<file path="src/rtl/fetch_sequencer_if.sv">
// fetch_sequencer_if
//   Groups the program-memory bus, the instruction handshake and the branch
//   redirect between the fetch sequencer and its neighbours.
//   master : the fetch sequencer (drives address_bus and instr_*, samples
//            data_bus, instr_ready, redirect and redirect_target).
//   slave  : the memory/consumer side (the mirror image of master).
interface fetch_sequencer_if;
    logic [7:0] address_bus;
    logic [7:0] data_bus;
    logic       instr_valid;
    logic       instr_ready;
    logic [7:0] instr_opcode;
    logic [7:0] instr_operand;
    logic       instr_len2;
    logic [7:0] instr_pc;
    logic       redirect;
    logic [7:0] redirect_target;

    modport master (
        output address_bus,
        input  data_bus,
        output instr_valid,
        input  instr_ready,
        output instr_opcode,
        output instr_operand,
        output instr_len2,
        output instr_pc,
        input  redirect,
        input  redirect_target
    );

    modport slave (
        input  address_bus,
        output data_bus,
        input  instr_valid,
        output instr_ready,
        input  instr_opcode,
        input  instr_operand,
        input  instr_len2,
        input  instr_pc,
        output redirect,
        output redirect_target
    );
endinterface

</file>
<file path="src/rtl/fetch_sequencer.sv">
// fetch_sequencer
//   Fetches one- and two-byte instructions from an 8-bit program memory and
//   presents each complete instruction on a valid/ready handshake. Supports
//   branch redirects, halts on an accepted self-branch and counts accepted
//   instructions with a saturating counter.
//
//   clk          : rising-edge clock for all state
//   reset        : asynchronous active-low reset (0 = in reset)
//   bus          : fetch_sequencer_if.master
//                    address_bus (out, = pc), data_bus (in, combinational),
//                    instr_valid/instr_ready handshake, instr_opcode,
//                    instr_operand, instr_len2, instr_pc (out),
//                    redirect, redirect_target (in)
//   halted       : sticky, set when a self-branch is accepted
//   accept_count : accepted instructions, saturates at 0xFFFF
module fetch_sequencer (
    input  logic                     clk,
    input  logic                     reset,
    fetch_sequencer_if.master        bus,
    output logic                     halted,
    output logic [15:0]              accept_count
);

    typedef enum logic [1:0] {
        FETCH_OP  = 2'd0,
        FETCH_IMM = 2'd1,
        PRESENT   = 2'd2,
        HALT      = 2'd3
    } state_t;

    localparam logic [7:0] SELF_BRANCH_OP = 8'hA8;

    state_t      state_q, state_d;
    logic [7:0]  pc_q, pc_d;
    logic [7:0]  opcode_q, opcode_d;
    logic [7:0]  operand_q, operand_d;
    logic [7:0]  ipc_q, ipc_d;
    logic        len2_q, len2_d;
    logic        halted_q, halted_d;
    logic [15:0] accept_cnt_q, accept_cnt_d;

    logic        accept;
    logic        self_branch;

    // MOV_IMM (100000xx), CMP_IMM (100011xx) and the branch group (101xxxxx)
    // carry an immediate byte; everything else is a single byte.
    function automatic logic is_two_byte(input logic [7:0] op);
        return (op[7:2] == 6'b100000) || (op[7:2] == 6'b100011) ||
               (op[7:5] == 3'b101);
    endfunction

    function automatic logic [15:0] sat_inc16(input logic [15:0] v);
        return (v == 16'hFFFF) ? v : v + 16'd1;
    endfunction

    assign accept      = (state_q == PRESENT) && bus.instr_ready;
    // A branch to its own address can never make progress, so it stops fetch.
    assign self_branch = accept && (opcode_q == SELF_BRANCH_OP) &&
                         (operand_q == ipc_q);

    always_comb begin
        state_d      = state_q;
        pc_d         = pc_q;
        opcode_d     = opcode_q;
        operand_d    = operand_q;
        ipc_d        = ipc_q;
        len2_d       = len2_q;
        halted_d     = halted_q;
        accept_cnt_d = accept_cnt_q;

        case (state_q)
            FETCH_OP: begin
                opcode_d = bus.data_bus;
                ipc_d    = pc_q;
                pc_d     = pc_q + 8'd1;
                if (is_two_byte(bus.data_bus)) begin
                    state_d = FETCH_IMM;
                end else begin
                    operand_d = 8'h00;
                    len2_d    = 1'b0;
                    state_d   = PRESENT;
                end
            end
            FETCH_IMM: begin
                operand_d = bus.data_bus;
                len2_d    = 1'b1;
                pc_d      = pc_q + 8'd1;
                state_d   = PRESENT;
            end
            PRESENT: begin
                if (accept) begin
                    accept_cnt_d = sat_inc16(accept_cnt_q);
                    if (self_branch) begin
                        state_d  = HALT;
                        halted_d = 1'b1;
                    end else begin
                        state_d = FETCH_OP;
                    end
                end
            end
            HALT: begin
                state_d = HALT;
            end
            default: begin
                state_d = FETCH_OP;
            end
        endcase

        // Redirect wins over fetch progress and over the return to FETCH_OP
        // after an accept (the accept itself is still counted above), but a
        // self-branch accepted in the same cycle halts instead. Whatever was
        // half-fetched is simply abandoned; instr_valid stays low until the
        // new stream produces a complete instruction.
        if (bus.redirect && (state_q != HALT) && !self_branch) begin
            pc_d    = bus.redirect_target;
            state_d = FETCH_OP;
        end
    end

    always_ff @(posedge clk or negedge reset) begin
        if (!reset) begin
            state_q      <= FETCH_OP;
            pc_q         <= 8'h00;
            opcode_q     <= 8'h00;
            operand_q    <= 8'h00;
            ipc_q        <= 8'h00;
            len2_q       <= 1'b0;
            halted_q     <= 1'b0;
            accept_cnt_q <= 16'h0000;
        end else begin
            state_q      <= state_d;
            pc_q         <= pc_d;
            opcode_q     <= opcode_d;
            operand_q    <= operand_d;
            ipc_q        <= ipc_d;
            len2_q       <= len2_d;
            halted_q     <= halted_d;
            accept_cnt_q <= accept_cnt_d;
        end
    end

    assign bus.address_bus   = pc_q;
    assign bus.instr_valid   = (state_q == PRESENT);
    assign bus.instr_opcode  = opcode_q;
    assign bus.instr_operand = operand_q;
    assign bus.instr_len2    = len2_q;
    assign bus.instr_pc      = ipc_q;
    assign halted            = halted_q;
    assign accept_count      = accept_cnt_q;

endmodule

</file>
<file path="src/flat_wrapper.sv">
// flat-port wrapper written by rule: the top's interface ports become plain ports
module fetch_sequencer_flat 
  (clk, reset, halted, accept_count, bus_address_bus, bus_data_bus, bus_instr_valid, bus_instr_ready, bus_instr_opcode, bus_instr_operand, bus_instr_len2, bus_instr_pc, bus_redirect, bus_redirect_target);
  fetch_sequencer_if bus_i ();
  input  logic clk;
  input  logic reset;
  output logic halted;
  output logic [15:0] accept_count;
  output wire logic [$bits(bus_i.address_bus)-1:0] bus_address_bus;
  input wire logic [$bits(bus_i.data_bus)-1:0] bus_data_bus;
  output wire logic [$bits(bus_i.instr_valid)-1:0] bus_instr_valid;
  input wire logic [$bits(bus_i.instr_ready)-1:0] bus_instr_ready;
  output wire logic [$bits(bus_i.instr_opcode)-1:0] bus_instr_opcode;
  output wire logic [$bits(bus_i.instr_operand)-1:0] bus_instr_operand;
  output wire logic [$bits(bus_i.instr_len2)-1:0] bus_instr_len2;
  output wire logic [$bits(bus_i.instr_pc)-1:0] bus_instr_pc;
  input wire logic [$bits(bus_i.redirect)-1:0] bus_redirect;
  input wire logic [$bits(bus_i.redirect_target)-1:0] bus_redirect_target;
  assign bus_address_bus = bus_i.address_bus;
  assign bus_i.data_bus = bus_data_bus;
  assign bus_instr_valid = bus_i.instr_valid;
  assign bus_i.instr_ready = bus_instr_ready;
  assign bus_instr_opcode = bus_i.instr_opcode;
  assign bus_instr_operand = bus_i.instr_operand;
  assign bus_instr_len2 = bus_i.instr_len2;
  assign bus_instr_pc = bus_i.instr_pc;
  assign bus_i.redirect = bus_redirect;
  assign bus_i.redirect_target = bus_redirect_target;
  fetch_sequencer u_core (.clk(clk), .reset(reset), .bus(bus_i), .halted(halted), .accept_count(accept_count));
endmodule
</file>
<file path="config.mk">
export PLATFORM = sky130hd
export DESIGN_NAME = fetch_sequencer_flat
export DESIGN_NICKNAME = d
export VERILOG_FILES = /design/src/rtl/fetch_sequencer_if.sv /design/src/rtl/fetch_sequencer.sv /design/src/flat_wrapper.sv
export SDC_FILE = /design/constraint.sdc
export NUM_CORES = 1
export LEC_CHECK = 0
export ABC_CLOCK_PERIOD_IN_PS = 1900
export BUFFER_PORTS_ARGS = -buffer_cell sky130_fd_sc_hd__buf_2
export CORE_MARGIN = 8
export CORE_UTILIZATION = 30
export CTS_BUF_LIST = sky130_fd_sc_hd__clkbuf_4 sky130_fd_sc_hd__clkbuf_8 sky130_fd_sc_hd__clkbuf_16
export CTS_CLUSTER_SIZE = 40
export DETAILED_ROUTE_END_ITERATION = 7
export PLACE_DENSITY = 0.61
export SLEW_MARGIN = 15
export SYNTH_ARGS = -nofsm -noshare
export SYNTH_HDL_FRONTEND = slang
export SYNTH_SLANG_ARGS = --single-unit
</file>
<file path="constraint.sdc">
create_clock -name clk -period 1.9 [get_ports clk]
set_input_delay 0.095 -clock clk [delete_from_list [all_inputs] [get_ports clk]]
set_output_delay 0.095 -clock clk [all_outputs]
set_load 0.02 [all_outputs]
</file>
# After elaboration in Yosys (flattened, before gate mapping)
# Cells that the tools add are included.
# word_totals
regBits	52
latchBits	0
mem_bits_rw	0
rom_bits	0
input_bits	20
out_inout_bits	51
elab_cells	49
n_memories	0
# classes
n_addsub	2
mul	0
div	0
n_lt_le_gt_ge	0
n_eq_ne	12
n_shift	0
mux	11
n_bitwise	1
n_reduce_logical	15
# op_table
operator	count
$mux 8	3
$add 16x1->16 const B	1
$eq 16x16->1 const B	1
$pmux 8 s2	1
$eq 6x6->1 const B	2
$add 8x1->8 const B	1
$eq 8x8->1	1
$eq 8x8->1 const B	1
$mux 2	4
$pmux 2 s4	1
$reduce_and 3->1	2
$logic_and 1x1->1	5
$eq 2x2->1 const B	2
$ne 2x2->1 const B	2
$reduce_bool 2->1	2
$eq 3x3->1 const B	1
$ne 3x1->1 const B	1
$eq 2x1->1 const B	1
$logic_not 2->1	1
$logic_or 1x1->1	2
$pmux 1 s2	1
$reduce_and 2->1	1
$reduce_or 2->1	1
$logic_not 1->1	1
2 further kinds	2

# Logic depth before layout (Yosys ltp)
# Gate-level depths: netlist of the first run.
# depth
depth_word	8
depth_mapped	6
mapped_depth_nobuf	5

# Least setup slack after synthesis of the first run
# No wires, ideal clock.
# synth_timing
path_kind	register to register
from	reg u_core.opcode_q[1], in the netlist u_core.bus.instr_opcode[1]
to	reg u_core.pc_q[0], in the netlist u_core.bus.address_bus[0]
setup_time_ns	0.125
t_arrival_ns	1.739
required_time_ns	1.775
setup_slack_ns	0.036
stages_incl_launch_ff	5
n_path_buf	0
synth_period_minus_slack_ns	1.864
cell_sequence	dfrtp_1 nor4b_4 nand4_4 o31ai_4 mux2_2
# synth_via
elab_chain_cells	6
word_cells_on_any_way	7
cone_classes	eq/ne: 1; mux: 1; reduce/logical: 5
# synth_rtl
item	line_no	text
start, declared	fetch_sequencer.sv:35	logic [7:0] opcode_q, opcode_d;
start signal, assigned	fetch_sequencer.sv:133	opcode_q <= opcode_d;
$eq 8x8->1 (*)	fetch_sequencer.sv:58	assign self_branch = accept && (opcode_q == SELF_BRANCH_OP) &&
$logic_and 1x1->1 (*) (2 in series)	fetch_sequencer.sv:58	
$logic_not 1->1 (*)	fetch_sequencer.sv:114	if (bus.redirect && (state_q != HALT) && !self_branch) begin
$logic_and 1x1->1 (*)	fetch_sequencer.sv:114	
$mux 8 or $reduce_bool 2->1 (tied branches)	-	
end signal, assigned	fetch_sequencer.sv:132	pc_q <= pc_d;
end, declared	fetch_sequencer.sv:34	logic [7:0] pc_q, pc_d;
# Every way passes the cells marked *; elsewhere a longest branch is shown, timed or not.
# A chain may end at the register's enable or synchronous reset.

# Worst setup path in the final report of the first run
# layout_timing
from	reg u_core.opcode_q[2], in the netlist u_core.bus.instr_opcode[2]
to	reg u_core.pc_q[4], in the netlist u_core.bus.address_bus[4]
# The elaborated chain is that of the path after synthesis.

==> impl_table.tex, run 1 <==
\begin{tabular}{lr}
\hline
Metric & Value \\
\hline
\multicolumn{2}{l}{\textbf{STA}} \\
Total negative setup slack & 0 ns \\
Setup repair after global routing missed its margin & no \\
Time the worst path needs with I/O delays and setup & between 1.5 and 2 ns \\
Final setup violation count & 0 \\
Least-Margin Pin Slew & 0.570 ns \\
Hold Violations, Final & 0 \\
Fin. max-slew vios & 0 \\
Final worst-path cycle share & 93.2\% \\
Max Freq & roughly 560 MHz \\
Worst slew margin relative to its limit & roughly three fifths \\
Clock tree skew after final layout & 0.0162 ns \\
\multicolumn{2}{l}{\textbf{Critical path}} \\
Worst-path cell with the longest stage delay & dfrtp\_1 \\
Type of the setup path with the least slack & flop to flop \\
Critical path data required time & about 2.1 ns \\
Arrival time at the worst endpoint & just under 2 ns \\
Crit path launch type & flop \\
Nature of the critical path endpoint & flop \\
CP peak stage delay & roughly 0.43 ns \\
Critical-path maximum fanout & 8 \\
Critical path cell sequence & nor4b\_4 -> nand4\_4 -> o31ai\_4 -> buf\_12 -> mux2\_2 \\
\multicolumn{2}{l}{\textbf{Die}} \\
Overall die width & between 100 and 150 um \\
Floorplan die height & between 100 and 150 um \\
Effective utilization at floorplan & 31.1\% \\
Std-Cell Core Area & a little over 8000 sq um \\
Number of placed I/O pins & slightly above 70 \\
Total die area & roughly 12000 sq um \\
Floorplan row count & 33 \\
\multicolumn{2}{l}{\textbf{Route}} \\
Vias & between 1500 and 2000 \\
Antenna viol nets, final & 0 \\
Met1 layer wirelength in the final routing & $\sim$3000 um \\
Total wire length & 6470 um \\
WL/cell & around 16 um \\
Detailed-routing iteration count for the pre-antenna-repair pass & 4 \\
Vias per Instance & 4.76 \\
Initial detailed-routing violation count & 96 \\
Metal2 WL & 2930 um \\
Uppermost layer routed & met4 \\
Met3 Routed Length & 502 um \\
Drt drc & 0 \\
\multicolumn{2}{l}{\textbf{Logic synthesis}} \\
Mapped Nets & approximately 240 \\
Proportion of synthesized flip-flops having asynchronous set or reset & 100\% \\
Synth Cell Area & between 2000 and 3000 sq um \\
Part of the Yosys area used for sequential elements & between 50 and 60\% \\
Synth warnings & 0 \\
Flop and latch count out of synthesis & 52 \\
Syn Area/Cell & 11.9 sq um \\
Gate count of the mapped netlist & 216 \\
Top flip-flop cell by instance count after synthesis & dfrtp\_1 \\
Synth cell types & 41 \\
Number of enable flip-flop cells after synthesis & 0 \\
\multicolumn{2}{l}{\textbf{Place}} \\
Final weighted congestion in routability-driven placement & a little over 0.8 \\
Cell total after placement & around 400 \\
Count of buffers inserted at the top-level ports & 70 \\
Detail Placement HPWL & slightly above 5000 um \\
\multicolumn{2}{l}{\textbf{Finish}} \\
FF+latch area & approximately 1300 sq um \\
Antenna Cells & 0 \\
Final cell count without fillers & roughly 400 \\
Multi-input gate area & 1190 sq um \\
Share of cells above drive strength 1 & a little over two fifths \\
Top library cells by usage in the layout, fill and taps aside & 70 x buf\_2, 52 x dfrtp\_1, 27 x mux2\_2, 15 x xnor2\_1, 14 x buf\_4 \\
Fill count & just over 800 \\
Area growth from synthesis to layout & 27.2\% \\
Most common cell after layout, fill and taps aside & buf\_2 \\
Final layout net count & 326 \\
\multicolumn{2}{l}{\textbf{Pwr}} \\
Switching share of power & a little under two fifths \\
Worst vdd rail ir drop & 603 uV \\
Comb power frac & roughly a third \\
Clk pwr share & 20.6\% \\
Areal power density over the cells & roughly 1000 nW/um\^{}2 \\
Sequential share of power & 46.6\% \\
Leak & 1.52 nW \\
Internal & between 2 and 2.5 mW \\
Switch Pwr & 1.23 mW \\
\multicolumn{2}{l}{\textbf{GRT}} \\
Total global routing overflow & 0 \\
Largest net degree at the start of global routing & 32 \\
First-pass GRT wire length & about 11000 um \\
Number of antenna violations at the first check in global routing & 0 \\
GRT Total Usage & 11.3\% \\
Via count of the first global-routing pass & just over 2000 \\
\multicolumn{2}{l}{\textbf{Clock tree}} \\
Clk slew on worst S/H paths & 0.11 ns \\
Root buffer cell & clkbuf\_8 \\
CTS sink cnt & 52 \\
Setup bufs post-CTS & 0 \\
Deepest clock path buffer count & 2 \\
Number of buffers created by CTS & 5 \\
CTS tree & done \\
CTS H-tree depth & 2 \\
Insertion delay of the later-clocked pin in the worst-skew pair & 0.32 ns \\
\multicolumn{2}{l}{\textbf{Job}} \\
Count of max-cap constraint violations & 0 \\
\multicolumn{2}{l}{\textbf{Hold path}} \\
Tightest Hold Check Type & input port to flop \\
\multicolumn{2}{l}{\textbf{Outcome}} \\
Status & completed \\
\hline
\end{tabular}
[routing by layer]
metal,track usage [%],vias up
met5,0,-
met2,17.2,48
met3,3.87,6
li1,-,953
met1,15.2,944
met4,2.64,0
[sequential cells by signal, indices dropped and copies added (netlist names)]
| register | cells |
|---|---|
| u_core.bus.instr_opcode | 8 |
| u_core.accept_count | 16 |
| u_core.bus.address_bus | 8 |
| u_core.bus.instr_operand | 8 |
| u_core.bus.instr_len2 | 1 |
| u_core.halted | 1 |
| u_core.state_q | 2 |
| u_core.bus.instr_pc | 8 |
[kinds of logic (layout without fill, tap and decap cells)]
kind of cell             after synthesis  count (layout)  share of synthesized area [%]
XOR/XNOR                              27              27                           9.22
adder cells (fa/ha/maj)                2               2                          0.975
AND/OR/NAND/NOR                       64              64                           16.8
flip-flops                            52              52                           50.7
buffers and inverters                 17             106                           3.17
AO/OA/AOI/OAI                         26              26                           6.88
multiplexers                          28              28                           12.2
[power groups by stage]
stage	sequential [mW]	clock (mW)	combinational (mW)
CTS	1.52	0.700	1.09
global placement	1.54	0	1.07
floorplan	1.74	0	0.459
detailed placement	1.55	0	1.09
finish	1.52	0.671	1.07
global route	1.56	0.753	1.17
[Yosys cell counts (2+ instances only)]
| library cell | instances | area (sq um) |
|---|---|---|
| nand4b_1 | 3 | 26.3 |
| or2_2 | 2 | 12.5 |
| clkbuf_1 | 2 | 7.51 |
| a21boi_0 | 2 | 15.0 |
| inv_1 | 11 | 41.3 |
| xor2_1 | 11 | 96.3 |
| xnor2_1 | 16 | 140 |
| o21ai_0 | 8 | 40.0 |
| dfrtp_1 | 52 | 1300 |
| ha_1 | 2 | 25.0 |
| nand3_1 | 10 | 50.1 |
| nor2_1 | 6 | 22.5 |
| or4_1 | 2 | 15.0 |
| a21oi_1 | 6 | 30.0 |
| buf_2 | 2 | 10.0 |
| nor3_1 | 5 | 25.0 |
| nor4_1 | 4 | 25.0 |
| nand4_1 | 6 | 37.5 |
| nand3b_1 | 9 | 67.6 |
| nand2_1 | 5 | 18.8 |
| mux2_2 | 27 | 304 |
| a41oi_1 | 2 | 17.5 |
| and4b_1 | 2 | 20.0 |
| a31oi_1 | 2 | 12.5 |
| buf_6 | 2 | 22.5 |
| and3_1 | 2 | 12.5 |
[metrics by stage]
step,hold WS [ns],total power [mW],setup slack [ns],utilization [%],area (sq um)
2_1_floorplan,-0.201,2.20,0.0364,-,2560
3_3_place_gp,0.114,2.61,0.0870,38.2,3150
3_5_place_dp,0.116,2.63,0.0624,38.2,3150
4_1_cts,0.00260,3.32,0.0375,39.4,3260
5_1_grt,0.00419,3.49,0.0185,39.5,3260
6_report,0.00958,3.27,0.129,39.5,3260
[critical path, delay by kind of cell, from the launching register on]
kind                   cells  cell delay (ns)
AO/OA/AOI/OAI              1             0.22
buffers and inverters      1             0.16
multiplexers               1             0.33
flip-flops                 1             0.43
AND/OR/NAND/NOR            2             0.51
[repair_timing]
action	4_1_cts	5_1_grt
setup endpoints to repair	0	8
hold buffers	1	0
endpoints found under the hold margin	21	0
resized for setup	0	1
[final timing paths]
check,start,cells after the start,to,slack (ns)
min reg2reg,u_core.halted,1,u_core.halted,0.47
max reg2reg,u_core.bus.instr_opcode[2],5,u_core.bus.address_bus[4],0.13
min in group asynchronous,reset,2,u_core.bus.instr_pc[4],0.30
min,bus_redirect_target[0],2,u_core.bus.address_bus[0],0.01
max in group asynchronous,reset,3,u_core.bus.instr_pc[3],1.03
max,u_core.bus.instr_opcode[2],5,u_core.bus.address_bus[4],0.13
[cell type report]
class	instances	share of cell area (%)
tap	105	4.03
timing repair buffer	87	15.5
sequential	52	39.9
clock buffer	5	2.11
clock inverter	3	0.767
multi-input combinational	147	36.5
inverter	11	1.27
Note: power is estimated with default switching activity, not from simulation.
==> run 2: changes to the inputs <==
CORE_UTILIZATION = 47   (was 30)
PLACE_DENSITY = 0.84   (was 0.61)
==> impl_table.tex, run 2 (synthesized netlist as in run 1, its figures left out) <==
\begin{tabular}{lr}
\hline
Metric & Value \\
\hline
\multicolumn{2}{l}{\textbf{Outcome}} \\
Status & completed \\
\multicolumn{2}{l}{\textbf{Place}} \\
Cell area after placement & 3090 sq um (-2.0\%) \\
Final weighted congestion in routability-driven placement & 0.858 (+3.3\%) \\
Count of buffers inserted at the top-level ports & 70 (unchanged) \\
Dpl ws & 0.0274 ns (-0.0350 ns) \\
Detail Placement HPWL & 4660 um (-9.3\%) \\
\multicolumn{2}{l}{\textbf{Pwr}} \\
Overall power after layout & 3.34 mW (+2.2\%) \\
Worst vdd rail ir drop & 562 uV (-6.8\%) \\
Leak & 1.51 nW (-0.72\%) \\
Areal power density over the cells & 1040 nW/um\^{}2 (+3.9\%) \\
\multicolumn{2}{l}{\textbf{Route}} \\
Total wire length & 6060 um (-6.4\%) \\
WL/cell & 16.2 um (+2.6\%) \\
Vias per Instance & 5.37 (+13\%) \\
Initial detailed-routing violation count & 61 (-36\%) \\
Antenna viol nets, final & 0 (unchanged) \\
Vias & 2008 (+2.9\%) \\
Drt drc & 0 (unchanged) \\
Detailed-routing iteration count for the pre-antenna-repair pass & 6 (+2) \\
\multicolumn{2}{l}{\textbf{Clock tree}} \\
CTS sink cnt & 52 (unchanged) \\
Insertion delay of the later-clocked pin in the worst-skew pair & 0.31 ns (about the same) \\
CTS H-tree depth & 2 (unchanged) \\
Clk slew on worst S/H paths & 0.10 ns (about the same) \\
CTS tree & done \\
Root buffer cell & clkbuf\_8 \\
Setup bufs post-CTS & 0 (unchanged) \\
Number of resized instances in the post-cts repair step & 0 (unchanged) \\
Number of buffers created by CTS & 5 (unchanged) \\
Deepest clock path buffer count & 2 (unchanged) \\
\multicolumn{2}{l}{\textbf{STA}} \\
Total negative setup slack & 0 ns (unchanged) \\
Clock tree skew after final layout & 0.0107 ns (-0.00552 ns) \\
Hold Violations, Final & 0 (unchanged) \\
Worst slew margin relative to its limit & 58.5\% (-3.5 points) \\
Final worst-path setup slack & 0.0938 ns (-0.0348 ns) \\
Max Freq & 554 MHz (-1.9\%) \\
Final setup violation count & 0 (unchanged) \\
Setup repair after global routing missed its margin & no \\
Time the worst path needs with I/O delays and setup & 1.81 ns (+0.0348 ns) \\
Least-Margin Pin Slew & 0.622 ns (+0.0521 ns) \\
Final worst-path cycle share & 95.1\% (+1.8 points) \\
Fin. max-slew vios & 0 (unchanged) \\
\multicolumn{2}{l}{\textbf{Critical path}} \\
Launching point of the worst reg2reg path & u\_core.bus.instr\_opcode[2] \\
Capture instance of the worst register-to-register path & u\_core.bus.address\_bus[6] \\
Worst-path cell with the longest stage delay & dfrtp\_1 \\
Worst Reg-to-Reg Cells & 5 (unchanged) \\
Crit-path leading delay family & simple AND/OR/NAND/NOR gates \\
Crit path buf inv count & 1 (unchanged) \\
CP peak stage delay & 0.43 ns (about the same) \\
Worst setup slack for register-to-register paths & 0.09 ns (-0.03 ns) \\
Critical path data required time & 2.09 ns (about the same) \\
Type of the setup path with the least slack & flop to flop \\
Nature of the critical path endpoint & flop \\
Critical path cell sequence & nor4b\_4 -> nand4\_4 -> o31ai\_4 -> buf\_12 -> mux2\_2 \\
Arrival time at the worst endpoint & 2.00 ns (+0.03 ns) \\
Critical-path maximum fanout & 8 (unchanged) \\
Crit path launch type & flop \\
\multicolumn{2}{l}{\textbf{Hold path}} \\
Number of instances on the worst hold path & 2 (unchanged) \\
Beginning of the worst hold path & bus\_redirect\_target[5] \\
Tightest Hold Check Type & input port to flop \\
Worst hold endpoint & u\_core.bus.address\_bus[5] \\
\multicolumn{2}{l}{\textbf{GRT}} \\
First-pass GRT wire length & 10100 um (-4.4\%) \\
Via count of the first global-routing pass & 2109 (+3.3\%) \\
Number of antenna violations at the first check in global routing & 0 (unchanged) \\
Largest net degree at the start of global routing & 28 (-13\%) \\
Total global routing overflow & 0 (unchanged) \\
GRT Total Usage & 15.2\% (+3.8 points) \\
\multicolumn{2}{l}{\textbf{Die}} \\
Floorplan die height & 89.9 um (-17\%) \\
Overall die width & 89.9 um (-17\%) \\
Number of placed I/O pins & 71 (unchanged) \\
Std-Cell Core Area & 5370 sq um (-35\%) \\
Floorplan row count & 27 (-18\%) \\
Effective utilization at floorplan & 47.8\% (+17 points) \\
Total die area & 8080 sq um (-31\%) \\
\multicolumn{2}{l}{\textbf{Finish}} \\
Final layout net count & 323 (-0.92\%) \\
Final core utilization & 59.7\% (+20 points) \\
Most common cell after layout, fill and taps aside & buf\_2 \\
Max FFs per register & 16 (unchanged) \\
Antenna Cells & 0 (unchanged) \\
Share of cells above drive strength 1 & 41.4\% (-0.90 points) \\
Final Instance Area & 3210 sq um (-1.6\%) \\
Top library cells by usage in the layout, fill and taps aside & 70 x buf\_2, 52 x dfrtp\_1, 27 x mux2\_2, 16 x xnor2\_1 \\
Area growth from synthesis to layout & 25.1\% \\
\multicolumn{2}{l}{\textbf{Job}} \\
Count of max-cap constraint violations & 0 (unchanged) \\
\hline
\end{tabular}
[run 2: power breakdown]
group | internal, mW | switching, mW
Sequential | 1.30 | 0.231
Combinational | 0.453 | 0.598
Clock | 0.390 | 0.369
Total | 2.14 | 1.20
[run 2: routing by layer]
layer,GRT usage [%],wire length (um),vias to the layer above
met2,24.1,2860,66
met5,0,0,-
met4,4.02,63,0
li1,-,-,945
met3,5.82,429,8
met1,18.9,2710,989
[run 2: worst register-to-register path: stages, from the launching register on]
cell	delay [ns]
dfrtp_1	0.43
nor4b_4	0.39
nand4_4	0.15
o31ai_4	0.23
buf_12	0.16
mux2_2	0.33
[run 2: cell type report]
cell class / instances / area (sq um)
Sequential cell: 52 / 1300
Fill cell: 438 / 2160
Inverter: 11 / 41.3
Clock buffer: 5 / 68.8
Multi-Input combinational cell: 147 / 1180
Tap cell: 72 / 90.1
Timing Repair Buffer: 84 / 483
Clock inverter: 3 / 42.5
[run 2: worst max path at each step]
stage	from	end	slack, ns	depth (start not counted)
6_report	u_core.bus.instr_opcode[2]	u_core.bus.address_bus[6]	0.09	5
5_1_grt	u_core.bus.instr_pc[0]	u_core.bus.address_bus[1]	0.04	5
4_1_cts	u_core.bus.instr_opcode[1]	u_core.bus.address_bus[0]	0.01	5
3_5_place_dp	u_core.bus.instr_opcode[1]	u_core.bus.address_bus[7]	0.03	5
3_3_place_gp	u_core.bus.instr_opcode[1]	u_core.bus.address_bus[4]	0.1	5
2_1_floorplan	u_core.bus.instr_opcode[1]	u_core.bus.address_bus[0]	0.04	4
[run 2: per-stage QoR]
stage / hold slack [ns] / std cells
after CTS: 0.00846 / 374
after global routing: 0.00597 / 374
final: 0.0176 / 374
after floorplan: -0.201 / 216
after global placement: 0.135 / 365
after detailed placement: 0.151 / 365
[run 2: timing repair]
item	CTS	global route
hold buffers	1	0
endpoints found under the setup margin	0	8
hold endpoints to repair	25	0
